--- config.mk ---
export PLATFORM = sky130hd
export DESIGN_NAME = mac_sequencer_flat
export DESIGN_NICKNAME = d
export VERILOG_FILES = /design/src/rtl/mac_sequencer_if.sv /design/src/rtl/mac_sequencer.sv /design/src/flat_wrapper.sv
export SDC_FILE = /design/constraint.sdc
export NUM_CORES = 1
export LEC_CHECK = 0
export ABC_AREA = 0
export CAP_MARGIN = 5
export CORE_AREA = 3 3 227 229
export CTS_CLUSTER_SIZE = 40
export DETAILED_ROUTE_END_ITERATION = 8
export DIE_AREA = 0 0 230 232
export DONT_BUFFER_PORTS = 1
export GPL_TIMING_DRIVEN = 1
export PLACE_DENSITY = 0.45
export SETUP_SLACK_MARGIN = 0.15
export SYNTH_ARGS = -nofsm -noshare
export SYNTH_HDL_FRONTEND = slang
export SYNTH_SLANG_ARGS = --single-unit
--- constraint.sdc ---
create_clock -name clock -period 14.5 [get_ports clock]
set_input_delay 4.35 -clock clock [delete_from_list [all_inputs] [get_ports clock]]
set_output_delay 4.35 -clock clock [all_outputs]
set_load 0.005 [all_outputs]
--- src/rtl/mac_sequencer_if.sv ---
// ---------------------------------------------------------------------------
// mac_sequencer_if : control/data bundle between ROM-MAC datapath and its sequencer (rev 1.0)
// ---------------------------------------------------------------------------
`default_nettype none

interface mac_sequencer_if #(
   parameter int LANES  = 16,
   parameter int A_AW   = 12,
   parameter int B_AW   = 6,
   parameter int PROD_W = 16,
   parameter int ACC_W  = 16
);
   logic                    start;
   logic                    abort;
   logic [LANES*PROD_W-1:0] products;
   logic [LANES*A_AW-1:0]   a_addr;
   logic [LANES*B_AW-1:0]   b_addr;
   logic                    busy;
   logic                    done;
   logic [ACC_W-1:0]        result;
   logic                    ovf;
   logic [15:0]             cycles;

   modport master (
      output start, abort, products,
      input  a_addr, b_addr, busy, done, result, ovf, cycles
   );

   modport slave (
      input  start, abort, products,
      output a_addr, b_addr, busy, done, result, ovf, cycles
   );
endinterface

`default_nettype wire

--- src/rtl/mac_sequencer.sv ---
// ---------------------------------------------------------------------------
// mac_sequencer : restartable ROM address sequencer with lane-sum accumulator (rev 1.0)
// ---------------------------------------------------------------------------
`default_nettype none

module mac_sequencer #(
   parameter int LANES   = 16,
   parameter int A_AW    = 12,
   parameter int B_AW    = 6,
   parameter int PROD_W  = 16,
   parameter int ACC_W   = 16,
   parameter int ROM_LAT = 1
) (
   input  logic             clock,
   input  logic             reset_l,
   mac_sequencer_if.slave   bus
);

   localparam int LANE_W = $clog2(LANES);
   localparam int BEAT_W = A_AW - LANE_W;
   localparam int SUM_W  = ACC_W + LANE_W + 1;

   typedef enum logic [1:0] {
      IDLE  = 2'd0,
      ISSUE = 2'd1,
      DRAIN = 2'd2,
      DONE  = 2'd3
   } state_t;

   state_t                  state_q, state_d;
   logic [BEAT_W-1:0]       beat_q, beat_d;
   logic [2:0]              drain_q, drain_d;
   logic [ROM_LAT-1:0]      vpipe_q, vpipe_d;
   logic [ACC_W-1:0]        acc_q, acc_d;
   logic                    run_ovf_q, run_ovf_d;
   logic [15:0]             cnt_q, cnt_d;
   logic [LANES*A_AW-1:0]   a_addr_q, a_addr_d;
   logic [LANES*B_AW-1:0]   b_addr_q, b_addr_d;
   logic                    busy_q, busy_d;
   logic                    done_q, done_d;
   logic [ACC_W-1:0]        result_q, result_d;
   logic                    ovf_q, ovf_d;
   logic [15:0]             cycles_q, cycles_d;

   logic                    load_addr;
   logic                    feed;
   logic [BEAT_W-1:0]       load_beat;
   logic [LANES*A_AW-1:0]   beat_a;
   logic [LANES*B_AW-1:0]   beat_b;
   logic [SUM_W-1:0]        lane_sum;

   // Beat 0 is loaded on the start edge; afterwards each ISSUE edge loads the next beat.
   assign load_beat = (state_q == IDLE) ? '0 : beat_q + BEAT_W'(1);

   for (genvar i = 0; i < LANES; i++) begin : g_lane
      assign beat_a[i*A_AW +: A_AW] = {load_beat, LANE_W'(i)};
      assign beat_b[i*B_AW +: B_AW] = B_AW'({load_beat, LANE_W'(i)});
   end

   always_comb begin
      lane_sum = SUM_W'(acc_q);
      for (int i = 0; i < LANES; i++) begin
         lane_sum = lane_sum + SUM_W'(bus.products[i*PROD_W +: PROD_W]);
      end
   end

   always_comb begin
      state_d   = state_q;
      beat_d    = beat_q;
      drain_d   = drain_q;
      acc_d     = acc_q;
      run_ovf_d = run_ovf_q;
      cnt_d     = cnt_q;
      result_d  = result_q;
      ovf_d     = ovf_q;
      cycles_d  = cycles_q;
      load_addr = 1'b0;
      feed      = 1'b0;

      if (vpipe_q[ROM_LAT-1]) begin
         acc_d = lane_sum[ACC_W-1:0];
         if (|lane_sum[SUM_W-1:ACC_W]) begin
            run_ovf_d = 1'b1;
         end
      end

      case (state_q)
         IDLE: begin
            if (bus.start) begin
               state_d   = ISSUE;
               beat_d    = '0;
               drain_d   = 3'd0;
               acc_d     = '0;
               run_ovf_d = 1'b0;
               cnt_d     = 16'd0;
               load_addr = 1'b1;
            end
         end
         ISSUE: begin
            cnt_d = cnt_q + 16'd1;
            feed  = 1'b1;
            if (beat_q == '1) begin
               state_d = DRAIN;
               drain_d = 3'd0;
            end else begin
               beat_d    = load_beat;
               load_addr = 1'b1;
            end
         end
         DRAIN: begin
            cnt_d = cnt_q + 16'd1;
            if (drain_q == 3'(ROM_LAT - 1)) begin
               // The final beat lands on this same edge, so publish the updated sums.
               state_d  = DONE;
               result_d = acc_d;
               ovf_d    = run_ovf_d;
               cycles_d = cnt_d;
            end else begin
               drain_d = drain_q + 3'd1;
            end
         end
         default: state_d = IDLE;
      endcase

      vpipe_d = ROM_LAT'({vpipe_q, feed});

      if (bus.abort && (state_q == ISSUE || state_q == DRAIN)) begin
         state_d   = IDLE;
         vpipe_d   = '0;
         load_addr = 1'b0;
         result_d  = result_q;
         ovf_d     = ovf_q;
         cycles_d  = cycles_q;
      end

      a_addr_d = load_addr ? beat_a : a_addr_q;
      b_addr_d = load_addr ? beat_b : b_addr_q;
      busy_d   = (state_d == ISSUE) || (state_d == DRAIN);
      done_d   = (state_d == DONE);
   end

   always_ff @(posedge clock or negedge reset_l) begin
      if (!reset_l) begin
         state_q   <= IDLE;
         beat_q    <= '0;
         drain_q   <= 3'd0;
         vpipe_q   <= '0;
         acc_q     <= '0;
         run_ovf_q <= 1'b0;
         cnt_q     <= 16'd0;
         a_addr_q  <= '0;
         b_addr_q  <= '0;
         busy_q    <= 1'b0;
         done_q    <= 1'b0;
         result_q  <= '0;
         ovf_q     <= 1'b0;
         cycles_q  <= 16'd0;
      end else begin
         state_q   <= state_d;
         beat_q    <= beat_d;
         drain_q   <= drain_d;
         vpipe_q   <= vpipe_d;
         acc_q     <= acc_d;
         run_ovf_q <= run_ovf_d;
         cnt_q     <= cnt_d;
         a_addr_q  <= a_addr_d;
         b_addr_q  <= b_addr_d;
         busy_q    <= busy_d;
         done_q    <= done_d;
         result_q  <= result_d;
         ovf_q     <= ovf_d;
         cycles_q  <= cycles_d;
      end
   end

   assign bus.a_addr = a_addr_q;
   assign bus.b_addr = b_addr_q;
   assign bus.busy   = busy_q;
   assign bus.done   = done_q;
   assign bus.result = result_q;
   assign bus.ovf    = ovf_q;
   assign bus.cycles = cycles_q;

endmodule

`default_nettype wire

--- src/flat_wrapper.sv ---
// flat-port wrapper written by rule: the top's interface ports become plain ports
module mac_sequencer_flat 
#(
   parameter int LANES   = 16,
   parameter int A_AW    = 12,
   parameter int B_AW    = 6,
   parameter int PROD_W  = 16,
   parameter int ACC_W   = 16,
   parameter int ROM_LAT = 1
)
  (clock, reset_l, bus_start, bus_abort, bus_products, bus_a_addr, bus_b_addr, bus_busy, bus_done, bus_result, bus_ovf, bus_cycles);
  mac_sequencer_if #(.LANES(LANES), .A_AW(A_AW), .B_AW(B_AW), .PROD_W(PROD_W), .ACC_W(ACC_W)) bus_i ();
  input  logic clock;
  input  logic reset_l;
  input wire logic [$bits(bus_i.start)-1:0] bus_start;
  input wire logic [$bits(bus_i.abort)-1:0] bus_abort;
  input wire logic [$bits(bus_i.products)-1:0] bus_products;
  output wire logic [$bits(bus_i.a_addr)-1:0] bus_a_addr;
  output wire logic [$bits(bus_i.b_addr)-1:0] bus_b_addr;
  output wire logic [$bits(bus_i.busy)-1:0] bus_busy;
  output wire logic [$bits(bus_i.done)-1:0] bus_done;
  output wire logic [$bits(bus_i.result)-1:0] bus_result;
  output wire logic [$bits(bus_i.ovf)-1:0] bus_ovf;
  output wire logic [$bits(bus_i.cycles)-1:0] bus_cycles;
  assign bus_i.start = bus_start;
  assign bus_i.abort = bus_abort;
  assign bus_i.products = bus_products;
  assign bus_a_addr = bus_i.a_addr;
  assign bus_b_addr = bus_i.b_addr;
  assign bus_busy = bus_i.busy;
  assign bus_done = bus_i.done;
  assign bus_result = bus_i.result;
  assign bus_ovf = bus_i.ovf;
  assign bus_cycles = bus_i.cycles;
  mac_sequencer #(.LANES(LANES), .A_AW(A_AW), .B_AW(B_AW), .PROD_W(PROD_W), .ACC_W(ACC_W), .ROM_LAT(ROM_LAT)) u_core (.clock(clock), .reset_l(reset_l), .bus(bus_i));
endmodule
==> impl_metrics.toml <==
[status]
status = "complete, no violations"

[route]
route.vias.total = 7352
via_per_inst = 4.00
drt-initial-drc-count = 229
drc_errors = 0
ant_nets = 0
drt_first_pass_iters = 5
wl_um = 30200
routedWlPerCell_um = 16.4

[critical_path]
crit_fanout = 4
path_class = "in -> reg"
end_kind = "register"
rr_startpoint = "u_core.acc_q[0]"
worstSetupStartpointType = "input port"
required_ns = 14.71
slowest_delay_ns = 0.51
critPathBufInv = 3
cp_common_cell = "fa_1"
setup.worst_path.start = "bus_products[0]"
cp_top_family = "adder cells"
critical_path_depth = 25
crit_slowest_cell = "fa_1"
r2r_end = "u_core.bus.ovf"
ff2ff_path_depth = 25
cp.arrival_ns = 11.12
rrSetupSlack_ns = 7.20

[cells_and_area]
seqCellArea_um2 = 2280
drive_above_1_share_pct = 2.40
area_growth_pct = -6.44
final_common_cell = "inv_1"
nets = 1698
multi_input_area_um2 = 7850
final_cell_mix = "279 x inv_1, 222 x fa_1, 103 x nand2_1"
diodes = 0
fin_cells = 1839
fillers = 5425

[placement]
dp_hpwl_um = 26700
dp_cells = 1823
gp_congestion = 0.793
portBuffers = 0

[sta]
maxSlewViolCount = 0
relSlewSlack_pct = 26.6
clock.fmax_mhz = 91.7
finalCriticalPeriod_ns = 10.91
worst_pin_slew_ns = 1.10
rsz0062_at_grt = "no"
fin_skew_ns = 0.00607
hold_violations = 0
fin_crit_sh_pct = 75.2
fin_setup_tns_ns = 0
setup_viol = 0

[yosys]
synth_top_cell_by_area = "fa_1"
syn_inst = 1386
ys_types = 49
syn_area_um2 = 13100
synth_area_leaders = "fa_1 34%, dfrtp_1 17%, buf_4 16%, inv_1 8.0%, ha_1 5.1%"
synth_area_per_cell_um2 = 9.48
ys.flop_type = "dfrtp_1"
synth_edf_count = 0
synthArstFlopShare_pct = 100
ys_warn_count = 0
ys_ff_latch = 91
synth_seq_area_share_pct = 17.3
yosysTopAreaCellShare_pct = 33.8

[global_routing]
grt_pass1_wl_um = 47500
grt_max_degree = 92
first_global_vias = 8113
grtUsageTotal_pct = 11.5
antenna_found_initial = 1
grt-ovfl-total = 0

[cts]
cts.sinks = 91
cts_resized = 0
holdBufCountCts = 0
clk_path_buf_depth = 2
clock-root-buffer = "clkbuf_16"
insertion_delay_ns = 0.36
htreeDepth = 3
cts_tree = "built"
cts_made_buffers = 9
clkTransAtPathRegs_ns = 0.07
cts_setup_buffers = 0

[min_path]
min_path_cells = 2
hold_path_class = "reg -> reg"
hp-start = "u_core.bus.cycles[14]"
holdPathEnd = "u_core.bus.cycles[14]"

[floorplan]
boundaryPins = 583
die_x_um = 230
die_h_um = 232
num_rows = 82
start_util_pct = 26.4
die-area_um2 = 53400
core_area_um2 = 49900

[flow_run]
drv_cap = 0
## cell usage after synthesis, drive strengths merged, types with 6 or more instances
cell type	instances
a21o	10
a21oi	34
a31oi	8
and3	7
buf	284
clkbuf	14
dfrtp	91
fa	222
ha	54
inv	279
mux2i	14
nand2	103
nand2b	9
nand3	11
nor2	49
nor2b	6
nor3	9
o21ai	83
o31ai	18
xnor2	28
xor2	17
## worst max path at each step
stage	end	slack, ns
3_5_place_dp	u_core.run_ovf_q	3.20
5_1_grt	u_core.bus.ovf	3.12
6_report	u_core.bus.ovf	3.59
3_3_place_gp	u_core.bus.ovf	3.24
2_1_floorplan	u_core.bus.ovf	4.27
4_1_cts	u_core.bus.ovf	3.55
## state kept, by name, summed over array words and instances, names as in the netlist, 2 cells and up
register,flops
u_core.acc_q,16
u_core.beat_q,8
u_core.bus.a_addr,9
u_core.bus.cycles,16
u_core.bus.result,16
u_core.cnt_q,16
u_core.drain_q,3
u_core.state_q,2
## worst min-delay path: cells and delay by family, from the launching register on
family	cells	cell delay [ns]
compound gates	1	0.06
flops	1	0.37
simple gates	1	0.05
## logic make-up (layout without fill, tap and decap cells)
| logic type | after synthesis | count (layout) | synth area share (%) |
|---|---|---|---|
| buf+inv | 577 | 295 | 24.8 |
| fa+ha+maj | 276 | 276 | 39.0 |
| simple gates | 210 | 210 | 6.97 |
| compound gates | 172 | 172 | 7.90 |
| flops | 91 | 91 | 17.3 |
| xor+xnor | 45 | 45 | 3.00 |
| mux | 14 | 14 | 1.07 |
| other cells | 1 | 64 | 0.0285 |
## layer usage
| metal | global-route usage [%] | part of all wire (%) | vias to the layer above |
|---|---|---|---|
| met2 | 20.6 | 52 | 232 |
| met5 | 0 | 0.043 | - |
| met3 | 2.94 | 7.8 | 15 |
| met4 | 2.24 | 0.83 | 2 |
| met1 | 14.1 | 39 | 3672 |
| li1 | - | - | 3431 |
## final cells by class
cell class / count / share of cell area (%)
clock buffer: 10 / 1.86
clock inverter: 6 / 0.397
inverter: 279 / 8.52
multi-input combinational: 781 / 63.8
sequential: 91 / 18.6
tap: 672 / 6.84
## per-stage QoR
stage	hold slack, ns	util (%)	cell area, um2	worst slack, ns
finish	0.514	24.7	12300	3.59
global route	0.540	24.7	12300	3.12
CTS	0.524	24.7	12300	3.55
detailed placement	0.507	24.1	12000	3.20
global placement	0.493	24.1	12000	3.24
floorplan	0.466	-	13400	4.27
Power is left out: the tool's default activity adds up to more than one toggle a clock period on the data nets, which glitch-free logic cannot reach.
